--- src/rtl/cpu_isa_pkg.sv ---
// Shared ISA definitions for the fetch master and core.
// Opcode classes, operand decode helper and fetch FSM states.
package cpu_isa_pkg;

    localparam logic [2:0] OPC_ADD  = 3'b000;
    localparam logic [2:0] OPC_LDA  = 3'b010;
    localparam logic [2:0] OPC_LDB  = 3'b011;
    localparam logic [2:0] OPC_STR  = 3'b100;
    localparam logic [2:0] OPC_HALT = 3'b111;

    typedef enum logic [2:0] {
        S_FETCH_OP,
        S_FETCH_ARG,
        S_VALID,
        S_HALT,
        S_ST_SETUP,
        S_ST_WRITE,
        S_ST_DONE
    } fetch_state_t;

    function automatic logic has_operand(input logic [2:0] opc);
        case (opc)
            OPC_LDA, OPC_LDB, OPC_STR: return 1'b1;
            OPC_ADD, OPC_HALT:         return 1'b0;
            default:                   return 1'b0;
        endcase
    endfunction

endpackage

--- src/rtl/instr_fetch_master_if.sv ---
// Memory bus, instruction handshake and store request bundle.
// master = fetch unit, slave = memory/core side.
interface instr_fetch_master_if;

    logic [7:0] mem_address;
    logic       mem_write;
    logic [7:0] mem_wdata;
    logic [7:0] mem_rdata;
    logic       instr_valid;
    logic       instr_ready;
    logic [7:0] instr_opcode;
    logic [7:0] instr_operand;
    logic [7:0] instr_pc;
    logic       st_req;
    logic [7:0] st_addr;
    logic [7:0] st_data;
    logic       st_ack;

    modport master (
        output mem_address, mem_write, mem_wdata,
        input  mem_rdata,
        output instr_valid, instr_opcode, instr_operand, instr_pc,
        input  instr_ready,
        input  st_req, st_addr, st_data,
        output st_ack
    );

    modport slave (
        input  mem_address, mem_write, mem_wdata,
        output mem_rdata,
        input  instr_valid, instr_opcode, instr_operand, instr_pc,
        output instr_ready,
        output st_req, st_addr, st_data,
        input  st_ack
    );

endinterface

--- src/rtl/instr_fetch_master.sv ---
// Instruction fetch / byte store master for the 256x8 memory.
// All memory-side outputs are registered.
module instr_fetch_master
    import cpu_isa_pkg::*;
#(
    parameter logic [7:0] RESET_PC = 8'h00
) (
    input  logic                        clk,
    input  logic                        reset,
    instr_fetch_master_if.master        io_bus,
    input  logic                        i_pc_load,
    input  logic [7:0]                  i_pc_load_value,
    output logic                        o_halted
);

    fetch_state_t r_state, w_state;
    logic [7:0]   r_pc, w_pc;
    logic [7:0]   r_addr, w_addr;
    logic         r_write, w_write;
    logic [7:0]   r_wdata, w_wdata;
    logic [7:0]   r_opcode, w_opcode;
    logic [7:0]   r_operand, w_operand;
    logic [7:0]   r_ipc, w_ipc;
    logic         r_st_ack, w_st_ack;
    logic         r_halted, w_halted;
    logic         r_pend_load, w_pend_load;
    logic [7:0]   r_pend_pc, w_pend_pc;
    logic [7:0]   w_pc_inc;

    assign w_pc_inc = r_pc + 8'd1;
    assign w_write  = (w_state == S_ST_WRITE);

    // FSM state register
    always_ff @(posedge clk or posedge reset) begin
        if (reset) r_state <= S_FETCH_OP;
        else       r_state <= w_state;
    end

    // Next state and next values of every datapath register
    always_comb begin
        w_state     = r_state;
        w_pc        = r_pc;
        w_addr      = r_addr;
        w_wdata     = r_wdata;
        w_opcode    = r_opcode;
        w_operand   = r_operand;
        w_ipc       = r_ipc;
        w_halted    = r_halted;
        w_pend_load = r_pend_load;
        w_pend_pc   = r_pend_pc;
        w_st_ack    = 1'b0;
        unique case (r_state)
            S_FETCH_OP: begin
                if (i_pc_load) begin
                    w_pc   = i_pc_load_value;
                    w_addr = i_pc_load_value;
                end else if (io_bus.st_req) begin
                    w_addr  = io_bus.st_addr;
                    w_wdata = io_bus.st_data;
                    w_state = S_ST_SETUP;
                end else begin
                    w_opcode  = io_bus.mem_rdata;
                    w_operand = 8'h00;
                    w_ipc     = r_pc;
                    w_pc      = w_pc_inc;
                    w_addr    = w_pc_inc;
                    w_state   = has_operand(io_bus.mem_rdata[7:5])
                              ? S_FETCH_ARG : S_VALID;
                end
            end
            S_FETCH_ARG: begin
                if (i_pc_load) begin
                    w_pc    = i_pc_load_value;
                    w_addr  = i_pc_load_value;
                    w_state = S_FETCH_OP;
                end else begin
                    w_operand = io_bus.mem_rdata;
                    w_pc      = w_pc_inc;
                    w_addr    = w_pc_inc;
                    w_state   = S_VALID;
                end
            end
            S_VALID: begin
                if (i_pc_load) begin
                    w_pc    = i_pc_load_value;
                    w_addr  = i_pc_load_value;
                    w_state = S_FETCH_OP;
                end else if (io_bus.instr_ready) begin
                    if (r_opcode[7:5] == OPC_HALT) begin
                        w_halted = 1'b1;
                        w_state  = S_HALT;
                    end else begin
                        w_state = S_FETCH_OP;
                    end
                end
            end
            S_HALT: begin
                if (i_pc_load) begin
                    w_pc     = i_pc_load_value;
                    w_addr   = i_pc_load_value;
                    w_halted = 1'b0;
                    w_state  = S_FETCH_OP;
                end else if (io_bus.st_req) begin
                    w_addr  = io_bus.st_addr;
                    w_wdata = io_bus.st_data;
                    w_state = S_ST_SETUP;
                end
            end
            S_ST_SETUP, S_ST_WRITE: begin
                if (i_pc_load) begin
                    w_pend_load = 1'b1;
                    w_pend_pc   = i_pc_load_value;
                end
                w_st_ack = (r_state == S_ST_WRITE);
                w_state  = (r_state == S_ST_SETUP)
                         ? S_ST_WRITE : S_ST_DONE;
            end
            S_ST_DONE: begin
                if (i_pc_load || r_pend_load) begin
                    w_pc        = i_pc_load ? i_pc_load_value : r_pend_pc;
                    w_addr      = w_pc;
                    w_halted    = 1'b0;
                    w_pend_load = 1'b0;
                    w_state     = S_FETCH_OP;
                end else begin
                    w_addr  = r_pc;
                    w_state = r_halted ? S_HALT : S_FETCH_OP;
                end
            end
            default: w_state = S_FETCH_OP;
        endcase
    end

    // Datapath and memory-side output registers
    always_ff @(posedge clk or posedge reset) begin
        if (reset) begin
            r_pc        <= RESET_PC;
            r_addr      <= RESET_PC;
            r_write     <= 1'b0;
            r_wdata     <= 8'h00;
            r_opcode    <= 8'h00;
            r_operand   <= 8'h00;
            r_ipc       <= 8'h00;
            r_st_ack    <= 1'b0;
            r_halted    <= 1'b0;
            r_pend_load <= 1'b0;
            r_pend_pc   <= 8'h00;
        end else begin
            r_pc        <= w_pc;
            r_addr      <= w_addr;
            r_write     <= w_write;
            r_wdata     <= w_wdata;
            r_opcode    <= w_opcode;
            r_operand   <= w_operand;
            r_ipc       <= w_ipc;
            r_st_ack    <= w_st_ack;
            r_halted    <= w_halted;
            r_pend_load <= w_pend_load;
            r_pend_pc   <= w_pend_pc;
        end
    end

    assign io_bus.mem_address   = r_addr;
    assign io_bus.mem_write     = r_write;
    assign io_bus.mem_wdata     = r_wdata;
    assign io_bus.instr_valid   = (r_state == S_VALID);
    assign io_bus.instr_opcode  = r_opcode;
    assign io_bus.instr_operand = r_operand;
    assign io_bus.instr_pc      = r_ipc;
    assign io_bus.st_ack        = r_st_ack;
    assign o_halted             = r_halted;

endmodule
--- src/flat_wrapper.sv ---
// flat-port wrapper written by rule: the top's interface ports become plain ports
module instr_fetch_master_flat import cpu_isa_pkg::*;
#(
    parameter logic [7:0] RESET_PC = 8'h00
)
  (clk, reset, i_pc_load, i_pc_load_value, o_halted, io_bus_mem_address, io_bus_mem_write, io_bus_mem_wdata, io_bus_mem_rdata, io_bus_instr_valid, io_bus_instr_opcode, io_bus_instr_operand, io_bus_instr_pc, io_bus_instr_ready, io_bus_st_req, io_bus_st_addr, io_bus_st_data, io_bus_st_ack);
  instr_fetch_master_if io_bus_i ();
  input  logic clk;
  input  logic reset;
  input  logic i_pc_load;
  input  logic [7:0] i_pc_load_value;
  output logic o_halted;
  output wire logic [$bits(io_bus_i.mem_address)-1:0] io_bus_mem_address;
  output wire logic [$bits(io_bus_i.mem_write)-1:0] io_bus_mem_write;
  output wire logic [$bits(io_bus_i.mem_wdata)-1:0] io_bus_mem_wdata;
  input wire logic [$bits(io_bus_i.mem_rdata)-1:0] io_bus_mem_rdata;
  output wire logic [$bits(io_bus_i.instr_valid)-1:0] io_bus_instr_valid;
  output wire logic [$bits(io_bus_i.instr_opcode)-1:0] io_bus_instr_opcode;
  output wire logic [$bits(io_bus_i.instr_operand)-1:0] io_bus_instr_operand;
  output wire logic [$bits(io_bus_i.instr_pc)-1:0] io_bus_instr_pc;
  input wire logic [$bits(io_bus_i.instr_ready)-1:0] io_bus_instr_ready;
  input wire logic [$bits(io_bus_i.st_req)-1:0] io_bus_st_req;
  input wire logic [$bits(io_bus_i.st_addr)-1:0] io_bus_st_addr;
  input wire logic [$bits(io_bus_i.st_data)-1:0] io_bus_st_data;
  output wire logic [$bits(io_bus_i.st_ack)-1:0] io_bus_st_ack;
  assign io_bus_mem_address = io_bus_i.mem_address;
  assign io_bus_mem_write = io_bus_i.mem_write;
  assign io_bus_mem_wdata = io_bus_i.mem_wdata;
  assign io_bus_i.mem_rdata = io_bus_mem_rdata;
  assign io_bus_instr_valid = io_bus_i.instr_valid;
  assign io_bus_instr_opcode = io_bus_i.instr_opcode;
  assign io_bus_instr_operand = io_bus_i.instr_operand;
  assign io_bus_instr_pc = io_bus_i.instr_pc;
  assign io_bus_i.instr_ready = io_bus_instr_ready;
  assign io_bus_i.st_req = io_bus_st_req;
  assign io_bus_i.st_addr = io_bus_st_addr;
  assign io_bus_i.st_data = io_bus_st_data;
  assign io_bus_st_ack = io_bus_i.st_ack;
  instr_fetch_master #(.RESET_PC(RESET_PC)) u_core (.clk(clk), .reset(reset), .io_bus(io_bus_i), .i_pc_load(i_pc_load), .i_pc_load_value(i_pc_load_value), .o_halted(o_halted));
endmodule
--- config.mk ---
export PLATFORM = sky130hd
export DESIGN_NAME = instr_fetch_master_flat
export DESIGN_NICKNAME = d
export VERILOG_FILES = /design/src/rtl/cpu_isa_pkg.sv /design/src/rtl/instr_fetch_master_if.sv /design/src/rtl/instr_fetch_master.sv /design/src/flat_wrapper.sv
export SDC_FILE = /design/constraint.sdc
export NUM_CORES = 1
export LEC_CHECK = 0
export ABC_AREA = 1
export CAP_MARGIN = 20
export CORE_MARGIN = 2
export CORE_UTILIZATION = 51
export DETAILED_ROUTE_END_ITERATION = 10
export PLACE_DENSITY = 0.89
export SETUP_SLACK_MARGIN = 0.1
export SYNTH_ARGS = -nofsm -noshare
export SYNTH_HDL_FRONTEND = slang
export SYNTH_SLANG_ARGS = --single-unit
--- constraint.sdc ---
create_clock -name clk -period 2.1 [get_ports clk]
set_input_delay 0.21 -clock clk [delete_from_list [all_inputs] [get_ports clk]]
set_output_delay 0.21 -clock clk [all_outputs]
set_load 0.02 [all_outputs]
==> metrics.csv, run 1 <==
metric;value;unit
period_needed;1.85;ns
yosysMostFrequentCell;nand2_1;
syn_inst;489;
grt_overflow_total;0;
yosys.area.top_type;dfrtp_1;
antennaDiodeCount;0;
arrival;1.64;ns
grt_pass1_vias;3625;
worstPathMaxFanout;6;
fin_area;4660;µm²
cts_sinks;63;
die_x;87.2;µm
syn_avg_cell_area;7.22;µm²
postCtsSetupRepairBufs;0;
syn-num-nets;527;
wirelength;11000;µm
max-vdd-ir-drop;0.947;mV
reg2reg_to;u_core.r_pc[7];
critPathLaunchType;register;
drt_iter0_drc;412;
ios;81;
min_path_type;in -> async;
dr.pass1.iters;5;
nNetsFinal;620;
num_vias;3690;
clkTransAtPathRegs;0.07;ns
r2r_setup_slack;0.30;ns
root_buffer;clkbuf_8;
synth_cell_types;29;
place_area;4490;µm²
p_int;3760;µW
syn_to_final_growth;32.0;%
drive_gt1_share;9.71;%
fin_crit_sh;87.9;%
rsz0062_at_grt;false;
core.rowCount;30;
cts_tree;yes;
grt_max_degree;64;
total_power;6970;µW
design.die.area;7600;µm²
cp_data_required_time;1.89;ns
worstRegToRegCells;7;
tightestPinTransition;0.702;ns
cellLeakagePower;0.00229;µW
ant_nets;0;
hold_ws;0.251;ns
die_height;87.2;µm
rr_startpoint;u_core.r_state[2];
cts_buffers;9;
coreArea;6760;µm²
grt_pass1_wl;17900;µm
power.density;1500;nW/µm²
synth_seq_cells;63;
h-tree-depth;3;
power_frac_comb;54.4;%
synth_edf_count;0;
viasPerCell;5.53;
status;completed;
swShare;46.0;%
synth_top_flop_cell;dfrtp_1;
setup_tns;0;ns
yosysSeqAreaShare;44.6;%
final_hold_viol_count;0;
drc_errors;0;
synth.top_cell.area_share;44.6;%
synth_area;3530;µm²
cts_buffer_depth;2;
setup_violations;0;
place_hpwl;8060;µm
path_class;reg -> out;
switching_power;3210;µW
clk_latency;0.35;ns
slew_viol_final;0;
cp-end-kind;primary output;
portBuffers;80;
dpl_worst_slack;0.126;ns
routedWlPerCell;16.5;µm
power_frac_seq;31.8;%
ys.warnings.count;0;
track_usage;30.6;%
maxCapViolCount;0;
relSlewSlack;53.0;%
fin_skew;0.00815;ns
synthTopCellsByArea;dfrtp_1, nand2_1, nand3_1;
clockPowerShare;13.8;%
synth_top_cells_by_count;nand2_1, dfrtp_1, nand3_1;
async_reset_ff_share;100;%
initial_core_util;52.3;%
setup_ws;0.255;ns
grt_antenna_before_repair;0;
gp_congestion;0.916;
max_freq;542;MHz
-- power by group through the flow --
stage               logic, µW  clock network (µW)  registers [µW]
floorplan                1870                   0            2570
global placement         3680                   0            2200
detailed placement       3750                   0            2210
CTS                      3770                 968            2210
global route             4150                1030            2280
finish                   3790                 959            2220
-- layout make-up --
cell class / instances / area [µm²]
timing repair buffer: 94 / 917
inverter: 44 / 173
clock buffer: 11 / 141
sequential: 63 / 1580
fill: 570 / 2100
tap: 80 / 100
multi-input combinational: 370 / 1720
clock inverter: 5 / 33.8
-- registers in the layout, indices dropped and copies added (netlist names), 3 cells and up --
| register | count |
|---|---|
| u_core.io_bus.instr_opcode | 8 |
| u_core.io_bus.instr_operand | 8 |
| u_core.io_bus.instr_pc | 8 |
| u_core.io_bus.mem_address | 8 |
| u_core.io_bus.mem_wdata | 8 |
| u_core.r_pc | 8 |
| u_core.r_pend_pc | 8 |
| u_core.r_state | 3 |
-- layer usage --
metal  share of wire (%)  wire length [µm]  vias up  track usage, %
met4                 2.3               252        0            10.9
met5                   0                 0        -               0
met2                  45              4960      218            47.5
met3                  10              1100       23            7.20
met1                  43              4680     1676            42.1
li1                    -                 -     1773               -
-- worst max-delay path, stage by stage (launching register included) --
cell and delay, ns:
dfrtp_1 0.46, inv_1 0.13, nand2_1 0.10, nor2_2 0.23, dlygate4sd2_1 0.37
-- worst max-delay path by stage --
stage,start,end,cells after the start
finish,u_core.r_state[0],io_bus_instr_valid,4
detailed placement,i_pc_load,u_core.io_bus.mem_wdata[3],5
global route,u_core.r_state[2],u_core.r_pend_pc[6],6
floorplan,reset,u_core.io_bus.instr_opcode[0],1
CTS,u_core.r_state[0],io_bus_instr_valid,4
global placement,i_pc_load,u_core.io_bus.mem_address[7],9
-- timing repair --
item,in CTS,in global routing
resized for setup,1,0
setup endpoints to repair,1,0
hold buffers,0,0
-- layout by cell type (no fill, tap or decap), drive strengths merged --
| master | count |
|---|---|
| nand2 | 173 |
| clkdlybuf4s50 | 79 |
| dfrtp | 63 |
| nand3 | 60 |
| nor2 | 49 |
| inv | 43 |
| o21ai | 43 |
| a21oi | 22 |
| buf | 14 |
| clkbuf | 11 |
| mux2 | 8 |
| a31oi | 5 |
| clkinv | 4 |
| nand4 | 3 |
| xor2 | 2 |
| clkinvlp | 2 |
| o211ai | 2 |
| o2111ai | 1 |
| and3 | 1 |
| ha | 1 |
| dlygate4sd2 | 1 |
-- cells by family after synthesis --
kind of cell | Yosys count | synth area share, %
AOI/OAI and AO/OA | 73 | 11.0
xor gates and xnor gates | 2 | 0.496
adders and majority gates | 1 | 0.354
buffers and inverters | 56 | 6.70
DFF | 63 | 44.6
muxes | 8 | 2.55
and+or+nand+nor | 286 | 34.2
-- through the flow --
| stage | util [%] | instances |
|---|---|---|
| after global placement | 66.4 | 651 |
| final | 69.0 | 667 |
| after CTS | 69.0 | 667 |
| after global routing | 69.0 | 667 |
| after detailed placement | 66.4 | 651 |
| after floorplan | - | 489 |
Power figures use the tool's default switching activity.
==> inputs of run 2 (changes only) <==
Settings changed: CORE_UTILIZATION 51 to 60, DONT_BUFFER_PORTS from default to 1, PLACE_DENSITY 0.89 to 0.84.
==> run 2 against run 1 <==
Sequential share of layout area grew 5.5 points. Via count is 4.5% lower. Total power decreased by 8.7%. Non-clock buffer count fell by 69. Worst setup slack got worse by 0.00096 ns. Largest power group is now sequential cells. Critical path type is now reg -> reg.
==> metrics.csv, run 2 (synthesized netlist as in run 1, its figures left out) <==
metric;value;unit;change
status;completed;;
h-tree-depth;3;;unchanged
arrival;2.11;ns;+0.47 ns
drc_errors;0;;unchanged
cts_buffers;9;;unchanged
ant_nets;0;;unchanged
path_class;reg -> reg;;
antennaDiodeCount;0;;unchanged
portBuffers;0;;-100%
grt_pass1_vias;3300;;-9.0%
period_needed;1.85;ns;+0.000962 ns
syn_to_final_growth;13.6;%;
final_cell_mix;nand2_1, dfrtp_1, nand3_1, nor2_1, inv_1;;
power.density;1590;nW/µm²;+6.0%
grt_max_degree;35;;-45%
nNetsFinal;551;;-11%
fin_skew;0.00943;ns;+0.00128 ns
final_common_cell;nand2_1;;
grt_pass1_wl;15600;µm;-13%
drt_iter0_drc;383;;-7.0%
slew_viol_final;0;;unchanged
track_usage;31.6;%;+0.99 points
grt_antenna_before_repair;0;;unchanged
grt_overflow_total;0;;unchanged
cp_common_cell;nor2_1;;
die_x;80.7;µm;-7.4%
coreArea;5610;µm²;-17%
min_path_type;in -> reg;;
cts_buffer_depth;2;;unchanged
setup_violations;0;;unchanged
routedWlPerCell;16.5;µm;about the same
num_vias;3524;;-4.5%
core.rowCount;27;;-10%
path_buf_inv;2;;unchanged
place_hpwl;6770;µm;-16%
dr.pass1.iters;7;;+2
cp_data_required_time;2.37;ns;+0.48 ns
cp_slowest_stage_delay;0.56;ns;+0.10 ns
max_freq;542;MHz;about the same
ios;81;;unchanged
drive_gt1_share;10.6;%;+0.93 points
cp-end-kind;register;;
nFillCells;445;;-22%
cts_sinks;63;;unchanged
gp_congestion;0.979;;+6.9%
worstPathMaxFanout;17;;+11
root_buffer;clkbuf_8;;
rsz0062_at_grt;false;;
clk_latency;0.35;ns;about the same
cp_top_family;simple AND/OR/NAND/NOR gates;;
worst_path_max_delay_cell;dfrtp_1;;
relSlewSlack;57.1;%;+4.0 points
design.die.area;6510;µm²;-14%
max-vdd-ir-drop;0.817;mV;-14%
maxCapViolCount;0;;unchanged
initial_core_util;63.0;%;+11 points
fin_crit_sh;87.9;%;about the same
dp.cells;561;;-14%
tightestPinTransition;0.642;ns;-0.0602 ns
critPathLaunchType;register;;
fin_cells;589;;-12%
cellLeakagePower;0.00205;µW;-11%
dpl_worst_slack;0.369;ns;+0.243 ns
final_hold_viol_count;0;;unchanged
wirelength;9710;µm;-12%
clkTransAtPathRegs;0.07;ns;about the same
die_height;80.7;µm;-7.4%
setup_ws;0.254;ns;-0.000962 ns
setup_tns;0;ns;unchanged
viasPerCell;5.98;;+8.1%
final_util;71.5;%;+2.5 points
crit_chain;inv_4 -> nor2_1 -> inv_1 -> nand2_1 -> nor2_1 -> a31oi_1;;
cts_tree;yes;;
run 2: cell count changes in the layout (fill, tap and decap cells not counted):
cell,delta
clkdlybuf4s50_1,-79
dlygate4sd3_1,+13
buf_4,-2
bufinv_16,+2
clkinv_2,-2
clkbuf_1,-1
clkinv_4,-1
clkinvlp_4,+1
dlygate4sd2_1,-1
run 2: timing repair:
action,in CTS,in global routing
hold endpoints to repair,39,4
resized for setup,0,0
setup buffers,0,0
hold buffers,9,4
endpoints found under the setup margin,0,0
run 2: metal layers:
metal | share of wire (%) | track usage, %
met1 | 40 | 42.1
met2 | 45 | 47.2
met4 | 4.0 | 16.3
met3 | 11 | 8.99
met5 | 0 | 0
run 2: area by class of cell:
| class | count | area, µm² | share of cell area, % |
|---|---|---|---|
| clock inverter | 5 | 82.6 | 2.06 |
| timing repair buffer | 25 | 233 | 5.80 |
| inverter | 44 | 173 | 4.31 |
| tap | 72 | 90.1 | 2.25 |
| multi-input combinational | 370 | 1720 | 42.8 |
| sequential | 63 | 1580 | 39.3 |
| clock buffer | 10 | 138 | 3.43 |
run 2: path summary, 6_finish.rpt:
| path | from | to | slack (ns) | cells past startpoint |
|---|---|---|---|---|
| min | io_bus_mem_rdata[1] | u_core.io_bus.instr_operand[1] | 0.005 | 2 |
| max | u_core.r_state[2] | u_core.r_pend_pc[3] | 0.25 | 6 |
| min reg2reg | u_core.r_pend_pc[6] | u_core.r_pend_pc[6] | 0.55 | 2 |
| max reg2reg | u_core.r_state[2] | u_core.r_pend_pc[3] | 0.25 | 6 |
| min in group asynchronous | reset | u_core.io_bus.instr_opcode[4] | 0.40 | 2 |
| max in group asynchronous | reset | u_core.io_bus.mem_address[4] | 1.10 | 3 |
run 2: power breakdown:
group	total (µW)	switching (µW)	internal, µW
Clock	1180	484	693
Sequential	2710	931	1780
Combinational	2470	1610	853
Total	6360	3030	3330
run 2: stage by stage:
stage                     total power, µW  hold WS (ns)  area (µm²)
after floorplan                      4440         0.320        3530
after CTS                            6300      0.000152        3970
after detailed placement             5090         0.213        3660
after global placement               4990         0.207        3660
after global routing                 6790       0.00120        4010
final                                6360       0.00495        4010
==> inputs of run 3 (changes only) <==
Settings changed: CORE_UTILIZATION 60 to 25, CTS_BUF_LIST from default to sky130_fd_sc_hd__clkbuf_16, PLACE_DENSITY 0.84 to 0.46.
==> run 3 against run 2 <==
Clock-buffer cell count is 1 lower. Combinational power up 3%. Maximum frequency increased by 2.0%. Worst setup slack improved by 0.035 ns. First-iteration DRC count is 31% lower. Register-to-register slack gained 0.04 ns. Die area increased by 130%. Critical endpoint is now u_core.io_bus.mem_address[7]. Largest power group unchanged.
==> metrics.csv, run 3 (synthesized netlist as in run 1, its figures left out) <==
metric;value;unit;change
h-tree-depth;3;;unchanged
crit_start;u_core.r_state[0];;
final_hold_viol_count;0;;unchanged
maxCapViolCount;0;;unchanged
cts_buffers;9;;unchanged
core.rowCount;43;;+59%
tightestPinTransition;0.631;ns;-0.0110 ns
fin_crit_sh;86.2;%;-1.7 points
num_vias;3401;;-3.5%
cp-end-kind;register;;
final_common_cell;nand2_1;;
dpl_worst_slack;0.344;ns;-0.0245 ns
cts_tree;yes;;
cp_data_required_time;2.32;ns;-0.05 ns
cellLeakagePower;0.00207;µW;+0.94%
critPathLaunchType;register;;
postCtsSetupRepairBufs;0;;unchanged
cts_sinks;63;;unchanged
holdBufCountCts;7;;-2
syn_to_final_growth;17.6;%;
multiInputGateArea;1720;µm²;unchanged
arrival;2.03;ns;-0.08 ns
crit_path_end;u_core.io_bus.mem_address[7];;
wirelength;12100;µm;+24%
nFillCells;1517;;+240%
worstPathMaxFanout;6;;-11
clk_latency;0.33;ns;-0.02 ns
setup_ws;0.289;ns;+0.0355 ns
grt_pass1_wl;19100;µm;+23%
min_path_type;in -> reg;;
drive_gt1_share;11.1;%;+0.43 points
routedWlPerCell;17.4;µm;+5.2%
status;completed;;
rsz0062_at_grt;false;;
final_cell_mix;nand2_1, dfrtp_1, nand3_1, nor2_1, inv_1;;
worstRegToRegCells;9;;+3
antennaDiodeCount;0;;unchanged
die_x;123;µm;+52%
relSlewSlack;57.8;%;+0.77 points
period_needed;1.81;ns;-0.0355 ns
place_hpwl;8720;µm;+29%
cts_buffer_depth;2;;unchanged
slew_viol_final;0;;unchanged
grt_overflow_total;0;;unchanged
setup_violations;0;;unchanged
clkTransAtPathRegs;0.06;ns;about the same
track_usage;16.9;%;-15 points
fin_skew;0.00789;ns;-0.00154 ns
grt_antenna_before_repair;0;;unchanged
seqCellArea;1580;µm²;unchanged
r2r_setup_slack;0.29;ns;+0.04 ns
initial_core_util;25.5;%;-37 points
design.die.area;15100;µm²;+130%
max-vdd-ir-drop;0.676;mV;-17%
gp_congestion;0.933;;-4.7%
cts_resized;0;;unchanged
grt_max_degree;38;;+8.6%
coreArea;13800;µm²;+150%
grt_pass1_vias;3387;;+2.6%
die_height;123;µm;+52%
ios;81;;unchanged
ant_nets;0;;unchanged
nNetsFinal;548;;-0.54%
max_freq;552;MHz;+2.0%
dr.pass1.iters;5;;-2
path_class;reg -> reg;;
viasPerCell;4.89;;-18%
reg2reg_to;u_core.io_bus.mem_address[7];;
power.density;1600;nW/µm²;+1.0%
root_buffer;clkbuf_16;;
portBuffers;0;;unchanged
hold_path_depth;2;;unchanged
rr_startpoint;u_core.r_state[0];;
drt_iter0_drc;265;;-31%
drc_errors;0;;unchanged
setup_tns;0;ns;unchanged
## run 3: worst min-delay path by stage
stage	endpoint	slack [ns]	start
after CTS	u_core.io_bus.instr_operand[3]	0.003	io_bus_mem_rdata[3]
after global placement	u_core.io_bus.mem_wdata[4]	0.22	reset
after detailed placement	u_core.io_bus.mem_wdata[7]	0.23	reset
final	u_core.io_bus.instr_operand[0]	0.01	io_bus_mem_rdata[0]
after floorplan	u_core.io_bus.instr_opcode[0]	0.32	io_bus_mem_rdata[0]
after global routing	u_core.io_bus.mem_wdata[6]	0.01	io_bus_st_data[6]
## run 3: area by class of cell
| cell class | instances | share of cell area, % |
|---|---|---|
| repair buffers | 22 | 4.70 |
| multi-input cells | 370 | 41.4 |
| clock inverters | 7 | 0.994 |
| clock buffers | 9 | 5.42 |
| flip-flops and latches | 63 | 38.0 |
| well taps | 180 | 5.42 |
| inverters | 44 | 4.16 |
## run 3: worst max-delay path, stage by stage (launching register included)
cell and delay (ns):
dfrtp_1 0.44, inv_1 0.10, nand2_1 0.12, nor2_2 0.09, a21oi_1 0.46, nor2_1 0.08, nor2_1 0.18, nand2_1 0.07
nand2_1 0.10, nand2_1 0.06
## run 3: stage by stage
| step | util, % | power [µW] | hold WS, ns | area (µm²) | instances |
|---|---|---|---|---|---|
| 2_1_floorplan | - | 4440 | 0.320 | 3530 | 489 |
| 3_3_place_gp | 27.6 | 5310 | 0.223 | 3820 | 672 |
| 5_1_grt | 30.0 | 7220 | 0.0102 | 4150 | 695 |
| 3_5_place_dp | 27.6 | 5280 | 0.229 | 3820 | 672 |
| 4_1_cts | 30.0 | 6690 | 0.00302 | 4150 | 695 |
| 6_report | 30.0 | 6650 | 0.0128 | 4150 | 695 |
## run 3: metal layers
layer,vias up,share of wire [%],global-route usage [%],wire [µm]
li1,1637,-,-,-
met2,152,43,24.7,5130
met3,10,10,5.95,1230
met1,1602,46,23.6,5570
met4,0,1.1,4.81,133
met5,-,0,0,0
## run 3: where the power goes
group	leakage (µW)	internal, µW	switching [µW]
Sequential	0.000784	1780	965
Clock	0.000130	787	565
Combinational	0.00115	881	1670
Total	0.00207	3450	3200
